===== src/rtl/adder_share_ctrl_pkg.sv =====
// Shared definitions for the adder-sharing controller: FSM states, widths and
// the round-robin pointer increment.
package add_share_pkg;

  localparam int W        = 64;
  localparam int MAX_NREQ = 8;

  typedef enum logic {
    IDLE = 1'b0,
    LOCK = 1'b1
  } state_e;

  function automatic int unsigned next_rr(input int unsigned ptr, input int unsigned n);
    return (ptr + 1 >= n) ? 0 : ptr + 1;
  endfunction

endpackage


===== src/rtl/adder_share_ctrl_if.sv =====
// Request/response bundle between the issue ports (master) and the shared
// adder controller (slave).
interface adder_share_ctrl_if
  import add_share_pkg::*;
#(
  parameter int NREQ = 4,
  parameter int IDW  = (NREQ > 1) ? $clog2(NREQ) : 1
) ();

  logic [NREQ-1:0]   req_valid;
  logic [NREQ-1:0]   req_ready;
  logic [NREQ*W-1:0] req_a;
  logic [NREQ*W-1:0] req_b;
  logic [NREQ-1:0]   req_cin;
  logic [NREQ-1:0]   req_last;
  logic              rsp_valid;
  logic              rsp_ready;
  logic [W-1:0]      rsp_sum;
  logic              rsp_cout;
  logic [IDW-1:0]    rsp_id;
  logic              rsp_last;

  modport master (
    output req_valid, req_a, req_b, req_cin, req_last, rsp_ready,
    input  req_ready, rsp_valid, rsp_sum, rsp_cout, rsp_id, rsp_last
  );

  modport slave (
    input  req_valid, req_a, req_b, req_cin, req_last, rsp_ready,
    output req_ready, rsp_valid, rsp_sum, rsp_cout, rsp_id, rsp_last
  );

endinterface


===== src/rtl/adder_share_ctrl_csel_add.sv =====
// 64-bit carry-select adder: each 16-bit block precomputes both carry cases
// and the incoming block carry picks one.
module add_csel64
  import add_share_pkg::*;
#(
  parameter int BLK = 16
) (
  input  logic [W-1:0] a_i,
  input  logic [W-1:0] b_i,
  input  logic         cin_i,
  output logic [W-1:0] sum_o,
  output logic         cout_o
);

  localparam int NBLK = W / BLK;

  logic [NBLK:0] blk_c;
  assign blk_c[0] = cin_i;

  for (genvar gi = 0; gi < NBLK; gi++) begin : g_blk
    logic [BLK:0] s0;
    logic [BLK:0] s1;
    assign s0 = {1'b0, a_i[gi*BLK +: BLK]} + {1'b0, b_i[gi*BLK +: BLK]};
    assign s1 = {1'b0, a_i[gi*BLK +: BLK]} + {1'b0, b_i[gi*BLK +: BLK]} + (BLK+1)'(1);
    assign sum_o[gi*BLK +: BLK] = blk_c[gi] ? s1[BLK-1:0] : s0[BLK-1:0];
    assign blk_c[gi+1]          = blk_c[gi] ? s1[BLK]     : s0[BLK];
  end

  assign cout_o = blk_c[NBLK];

endmodule


===== src/rtl/adder_share_ctrl_rr_arbiter.sv =====
// Combinational round-robin arbiter: first requester at or after ptr_i wins.
module rr_arbiter #(
  parameter int NREQ = 4,
  parameter int IDW  = (NREQ > 1) ? $clog2(NREQ) : 1
) (
  input  logic [NREQ-1:0] req_i,
  input  logic [IDW-1:0]  ptr_i,
  input  logic            en_i,
  output logic [NREQ-1:0] gnt_o,
  output logic [IDW-1:0]  idx_o,
  output logic            any_o
);

  always_comb begin
    int unsigned cand;
    gnt_o = '0;
    idx_o = '0;
    any_o = 1'b0;
    cand  = 0;
    if (en_i) begin
      for (int k = 0; k < NREQ; k++) begin
        cand = (32'(ptr_i) + 32'(k)) % 32'(NREQ);
        if (!any_o && req_i[cand]) begin
          any_o       = 1'b1;
          idx_o       = IDW'(cand);
          gnt_o[cand] = 1'b1;
        end
      end
    end
  end

endmodule


===== src/rtl/adder_share_ctrl.sv =====
// Arbitrates one shared 64-bit adder among NREQ requesters, supporting
// multi-beat carry chains, with a single registered valid/ready result stage.
module adder_share_ctrl
  import add_share_pkg::*;
#(
  parameter int NREQ = 4,
  parameter int IDW  = (NREQ > 1) ? $clog2(NREQ) : 1
) (
  input  logic              clk,
  input  logic              rst,
  adder_share_ctrl_if.slave bus
);

  state_e         state_q, state_d;
  logic [IDW-1:0] rr_ptr_q, rr_ptr_d;
  logic [IDW-1:0] lock_id_q, lock_id_d;
  logic           carry_q, carry_d;

  logic           rsp_valid_q;
  logic [W-1:0]   rsp_sum_q;
  logic           rsp_cout_q;
  logic [IDW-1:0] rsp_id_q;
  logic           rsp_last_q;

  logic [NREQ-1:0] arb_gnt;
  logic [IDW-1:0]  arb_idx;
  logic            arb_any;

  logic            out_free;
  logic [IDW-1:0]  gnt_idx;
  logic            gnt_any;
  logic            xfer;
  logic            cin_sel;
  logic            beat_last;
  logic [NREQ-1:0] req_ready;
  logic [W-1:0]    op_a, op_b, add_sum;
  logic            add_cout;

  logic [W-1:0] op_a_arr [NREQ];
  logic [W-1:0] op_b_arr [NREQ];

  for (genvar gi = 0; gi < NREQ; gi++) begin : g_unpack
    assign op_a_arr[gi] = bus.req_a[gi*W +: W];
    assign op_b_arr[gi] = bus.req_b[gi*W +: W];
  end

  rr_arbiter #(.NREQ(NREQ), .IDW(IDW)) u_arb (
    .req_i (bus.req_valid),
    .ptr_i (rr_ptr_q),
    .en_i  (state_q == IDLE),
    .gnt_o (arb_gnt),
    .idx_o (arb_idx),
    .any_o (arb_any)
  );

  add_csel64 u_add (
    .a_i    (op_a),
    .b_i    (op_b),
    .cin_i  (cin_sel),
    .sum_o  (add_sum),
    .cout_o (add_cout)
  );

  assign out_free = !rsp_valid_q || bus.rsp_ready;

  // State register
  always_ff @(posedge clk or posedge rst) begin
    if (rst) begin
      state_q   <= IDLE;
      rr_ptr_q  <= '0;
      lock_id_q <= '0;
      carry_q   <= 1'b0;
    end else begin
      state_q   <= state_d;
      rr_ptr_q  <= rr_ptr_d;
      lock_id_q <= lock_id_d;
      carry_q   <= carry_d;
    end
  end

  // Next-state logic
  always_comb begin
    state_d   = state_q;
    rr_ptr_d  = rr_ptr_q;
    lock_id_d = lock_id_q;
    carry_d   = carry_q;
    if (xfer) begin
      if (beat_last) begin
        state_d  = IDLE;
        rr_ptr_d = IDW'(next_rr(32'(gnt_idx), NREQ));
      end else begin
        state_d   = LOCK;
        lock_id_d = gnt_idx;
        carry_d   = add_cout;
      end
    end
  end

  // Output logic: grant, operand mux and carry-in source
  always_comb begin
    gnt_idx = arb_idx;
    gnt_any = arb_any;
    cin_sel = bus.req_cin[arb_idx];
    if (state_q == LOCK) begin
      gnt_idx = lock_id_q;
      gnt_any = bus.req_valid[lock_id_q];
      cin_sel = carry_q;
    end
    xfer      = gnt_any && out_free;
    beat_last = bus.req_last[gnt_idx];
    op_a      = op_a_arr[gnt_idx];
    op_b      = op_b_arr[gnt_idx];
    req_ready = '0;
    if (xfer) req_ready[gnt_idx] = 1'b1;
  end

  always_ff @(posedge clk or posedge rst) begin
    if (rst) begin
      rsp_valid_q <= 1'b0;
      rsp_sum_q   <= '0;
      rsp_cout_q  <= 1'b0;
      rsp_id_q    <= '0;
      rsp_last_q  <= 1'b0;
    end else if (xfer) begin
      rsp_valid_q <= 1'b1;
      rsp_sum_q   <= add_sum;
      rsp_cout_q  <= add_cout;
      rsp_id_q    <= gnt_idx;
      rsp_last_q  <= beat_last;
    end else if (bus.rsp_ready) begin
      rsp_valid_q <= 1'b0;
    end
  end

  assign bus.req_ready = req_ready;
  assign bus.rsp_valid = rsp_valid_q;
  assign bus.rsp_sum   = rsp_sum_q;
  assign bus.rsp_cout  = rsp_cout_q;
  assign bus.rsp_id    = rsp_id_q;
  assign bus.rsp_last  = rsp_last_q;

endmodule


===== src/flat_wrapper.sv =====
// flat-port wrapper written by rule: the top's interface ports become plain ports
module adder_share_ctrl_flat import add_share_pkg::*;
#(
  parameter int NREQ = 4,
  parameter int IDW  = (NREQ > 1) ? $clog2(NREQ) : 1
)
  (clk, rst, bus_req_valid, bus_req_a, bus_req_b, bus_req_cin, bus_req_last, bus_rsp_ready, bus_req_ready, bus_rsp_valid, bus_rsp_sum, bus_rsp_cout, bus_rsp_id, bus_rsp_last);
  adder_share_ctrl_if #(.NREQ(NREQ), .IDW(IDW)) bus_i ();
  input  logic clk;
  input  logic rst;
  input wire logic [$bits(bus_i.req_valid)-1:0] bus_req_valid;
  input wire logic [$bits(bus_i.req_a)-1:0] bus_req_a;
  input wire logic [$bits(bus_i.req_b)-1:0] bus_req_b;
  input wire logic [$bits(bus_i.req_cin)-1:0] bus_req_cin;
  input wire logic [$bits(bus_i.req_last)-1:0] bus_req_last;
  input wire logic [$bits(bus_i.rsp_ready)-1:0] bus_rsp_ready;
  output wire logic [$bits(bus_i.req_ready)-1:0] bus_req_ready;
  output wire logic [$bits(bus_i.rsp_valid)-1:0] bus_rsp_valid;
  output wire logic [$bits(bus_i.rsp_sum)-1:0] bus_rsp_sum;
  output wire logic [$bits(bus_i.rsp_cout)-1:0] bus_rsp_cout;
  output wire logic [$bits(bus_i.rsp_id)-1:0] bus_rsp_id;
  output wire logic [$bits(bus_i.rsp_last)-1:0] bus_rsp_last;
  assign bus_i.req_valid = bus_req_valid;
  assign bus_i.req_a = bus_req_a;
  assign bus_i.req_b = bus_req_b;
  assign bus_i.req_cin = bus_req_cin;
  assign bus_i.req_last = bus_req_last;
  assign bus_i.rsp_ready = bus_rsp_ready;
  assign bus_req_ready = bus_i.req_ready;
  assign bus_rsp_valid = bus_i.rsp_valid;
  assign bus_rsp_sum = bus_i.rsp_sum;
  assign bus_rsp_cout = bus_i.rsp_cout;
  assign bus_rsp_id = bus_i.rsp_id;
  assign bus_rsp_last = bus_i.rsp_last;
  adder_share_ctrl #(.NREQ(NREQ), .IDW(IDW)) u_core (.clk(clk), .rst(rst), .bus(bus_i));
endmodule

===== config.mk =====
export PLATFORM = sky130hd
export DESIGN_NAME = adder_share_ctrl_flat
export DESIGN_NICKNAME = d
export VERILOG_FILES = /design/src/rtl/adder_share_ctrl_pkg.sv /design/src/rtl/adder_share_ctrl_if.sv /design/src/rtl/adder_share_ctrl_csel_add.sv /design/src/rtl/adder_share_ctrl_rr_arbiter.sv /design/src/rtl/adder_share_ctrl.sv /design/src/flat_wrapper.sv
export SDC_FILE = /design/constraint.sdc
export NUM_CORES = 1
export LEC_CHECK = 0
export BUFFER_PORTS_ARGS = -buffer_cell sky130_fd_sc_hd__buf_4
export CORE_AREA = 2 2 231 233
export DETAILED_ROUTE_END_ITERATION = 6
export DIE_AREA = 0 0 233 235
export GPL_ROUTABILITY_DRIVEN = 0
export SETUP_SLACK_MARGIN = 0.15
export SYNTH_ARGS = -nofsm -noshare
export SYNTH_HDL_FRONTEND = slang
export SYNTH_SLANG_ARGS = --single-unit

===== constraint.sdc =====
create_clock -name clk -period 11.2 [get_ports clk]
set_input_delay 0.56 -clock clk [delete_from_list [all_inputs] [get_ports clk]]
set_output_delay 0.56 -clock clk [all_outputs]
set_load 0.02 [all_outputs]

==> impl_results.md <==
- Critical path launch point type: input pin
- Total CTS buffers: 9
- Post-DP HPWL: 47100 um
- Reg clk slew, reported paths: 0.07 ns
- Post-CTS Hold Fix Bufs: 0
- Nets: 2921
- Row cnt: 84
- Yosys cell types: 85
- Peak Freq: 139 MHz
- Slew @ Worst Pin: 1.09 ns
- Fin cells: 3014
- Routed Wire Length: 57400 um
- Synth Flop Type: dfrtp_1
- Final Instance Area: 17200 sq um
- Critical-path maximum fanout: 128
- Most frequent cells in the layout: 613 x nand2_1, 608 x buf_4, 132 x a31oi_1
- Number of synthesized flops with an enable pin: 0
- Initial antenna violation count: 4
- Crit Path Class: in2reg
- Final Hold Fails: 0
- Port Buf Inserts: 599
- Global route overflow: 0
- Final setup fails: 0
- Routed Antenna Nets: 0
- Worst-case clock buffer depth: 2
- Core area: 52200 sq um
- DR WL/cell: 19.1 um
- Total track usage: 0.200
- Post-CTS Setup Bufs: 0
- DRC Markers: 0
- CTS Sinks: 75
- H-tree depth: 3
- Slew headroom: 0.272
- Share of cells above drive strength 1: 0.286
- Status: finished, final reports clean
- Sequential fraction of the synthesis area: 0.160
- Vias per cell: 4.98
- Syn avg cell area: 6.50 sq um
- Clock root cell: clkbuf_16
- Vias: 14999
- Synthesized cell area: 11800 sq um
- Clock latency at the later pin of the worst-skew pair: 0.36 ns
- Hold WC Path Type: reg2reg
- Ys async rst share: 1.00
- Fin util: 0.329
- Commonest non-fill, non-tap cell in the layout: nand2_1
- Placed cell count: 2995
- Yosys warning count: 0
- Setup tns final: 0 ns
- Mapped Nets: 2413
- Die ar.: 54800 sq um
- Layout area overhead: 46.0%
- Skew final: 0.0109 ns
- Starting density of the core: 0.225
- Die Width: 233 um
- Initial DRC Count: 681
- IO Pins: 600
- WP data required: 11.44 ns
- Final Max Tran Viols: 0
- Max_cap viols: 0
- CTS resizes: 0
- First-pass GRT wire length: 84600 um
- CTS tree: yes
- Vias in the first global route: 14752
- Post-route clock period utilization: 0.641
- Seq cells post-synth: 75
- R2r setup slk: 4.06 ns
- Number of iterations in the first detailed-routing pass: 5
- Critical Path End Type: register
- Tmin final: 7.18 ns
- Post-Syn Instances: 1810
- Cell Area, Placed: 16800 sq um
- Largest net degree at the start of global routing: 134
- Die height: 235 um
- RSZ-0062 raised after global routing: false
- WP data arrival: 7.42 ns
path summary, 6_finish.rpt:
kind | end | cells after the start | from
worst max register to register | u_core.carry_q | 24 | u_core.rr_ptr_q[0]
min in group asynchronous | u_core.bus.rsp_sum[63] | 3 | rst
worst min-delay path | u_core.bus.rsp_sum[45] | 2 | u_core.bus.rsp_sum[45]
worst max-delay path | u_core.carry_q | 25 | bus_req_valid[1]
max in group asynchronous | u_core.bus.rsp_sum[35] | 3 | rst
worst min register to register | u_core.bus.rsp_sum[45] | 2 | u_core.bus.rsp_sum[45]
per-layer routing:
metal	GRT usage	vias up	part of all wire
li1	-	7354	-
met1	0.227	6994	0.39
met2	0.375	570	0.51
met3	0.0306	77	0.061
met4	0.0697	4	0.032
met5	0	-	0.00042
kinds of logic after synthesis:
group | after synthesis | synth area share
xor+xnor | 97 | 0.0751
flops | 75 | 0.160
simple gates | 983 | 0.380
compound gates | 379 | 0.209
fa+ha+maj | 76 | 0.0834
mux | 44 | 0.0404
buf+inv | 156 | 0.0523
cell usage after synthesis, types with 19 or more instances:
master / instances / area (sq um)
mux2i_1: 37 / 370
and3_1: 126 / 788
xnor2_1: 58 / 508
nor2_1: 65 / 244
a21oi_1: 45 / 225
nand2_1: 613 / 2300
nand3_1: 42 / 210
ha_1: 72 / 901
clkbuf_1: 98 / 368
nand2b_1: 19 / 119
dfrtp_1: 75 / 1880
nor3_1: 19 / 95.1
a21o_1: 22 / 165
a31oi_1: 132 / 826
inv_1: 42 / 158
o21ai_0: 84 / 420
xor2_1: 36 / 315
cell type report:
cell class / count / area (sq um)
clock inverters: 7 / 124
multi-input cells: 1579 / 9310
repair buffers: 610 / 4600
inverters: 43 / 173
well taps: 688 / 861
diodes: 3 / 7.51
clock buffers: 9 / 225
fillers: 5665 / 35100
flip-flops and latches: 75 / 1880
sequential cells by signal, indices dropped and copies added (netlist names):
name,cells
u_core.bus.rsp_id,2
u_core.bus.rsp_last,1
u_core.bus.rsp_sum,64
u_core.bus.rsp_cout,1
u_core.carry_q,1
u_core.rr_ptr_q,2
u_core.lock_id_q,2
u_core.state_q,1
u_core.bus.rsp_valid,1
worst max-delay path, stage by stage:
cell	delay, ns
buf_4	0.13
nor2_1	0.25
and4b_1	0.25
nor2_1	0.21
o21ai_4	0.12
inv_8	0.44
buf_12	0.38
nand2_1	0.15
and3_1	0.19
a31oi_1	0.36
ha_1	0.28
inv_1	0.08
fa_1	0.45
nand2b_1	0.20
a211oi_1	0.31
nor3_1	0.21
o31ai_2	0.53
xnor2_1	0.17
o32ai_1	0.14
o211ai_1	0.18
a21oi_4	0.22
mux2_4	0.42
mux2i_1	0.38
nor3_1	0.10
a221o_1	0.28
stage by stage:
step,setup WS (ns),hold WS [ns]
6_report,4.02,0.481
5_1_grt,3.45,0.505
4_1_cts,4.07,0.488
3_5_place_dp,3.77,0.473
3_3_place_gp,4.00,0.467
2_1_floorplan,4.73,0.471
Power is left out: the tool's default activity adds up to more than one toggle a clock period on the data nets, which glitch-free logic cannot reach.
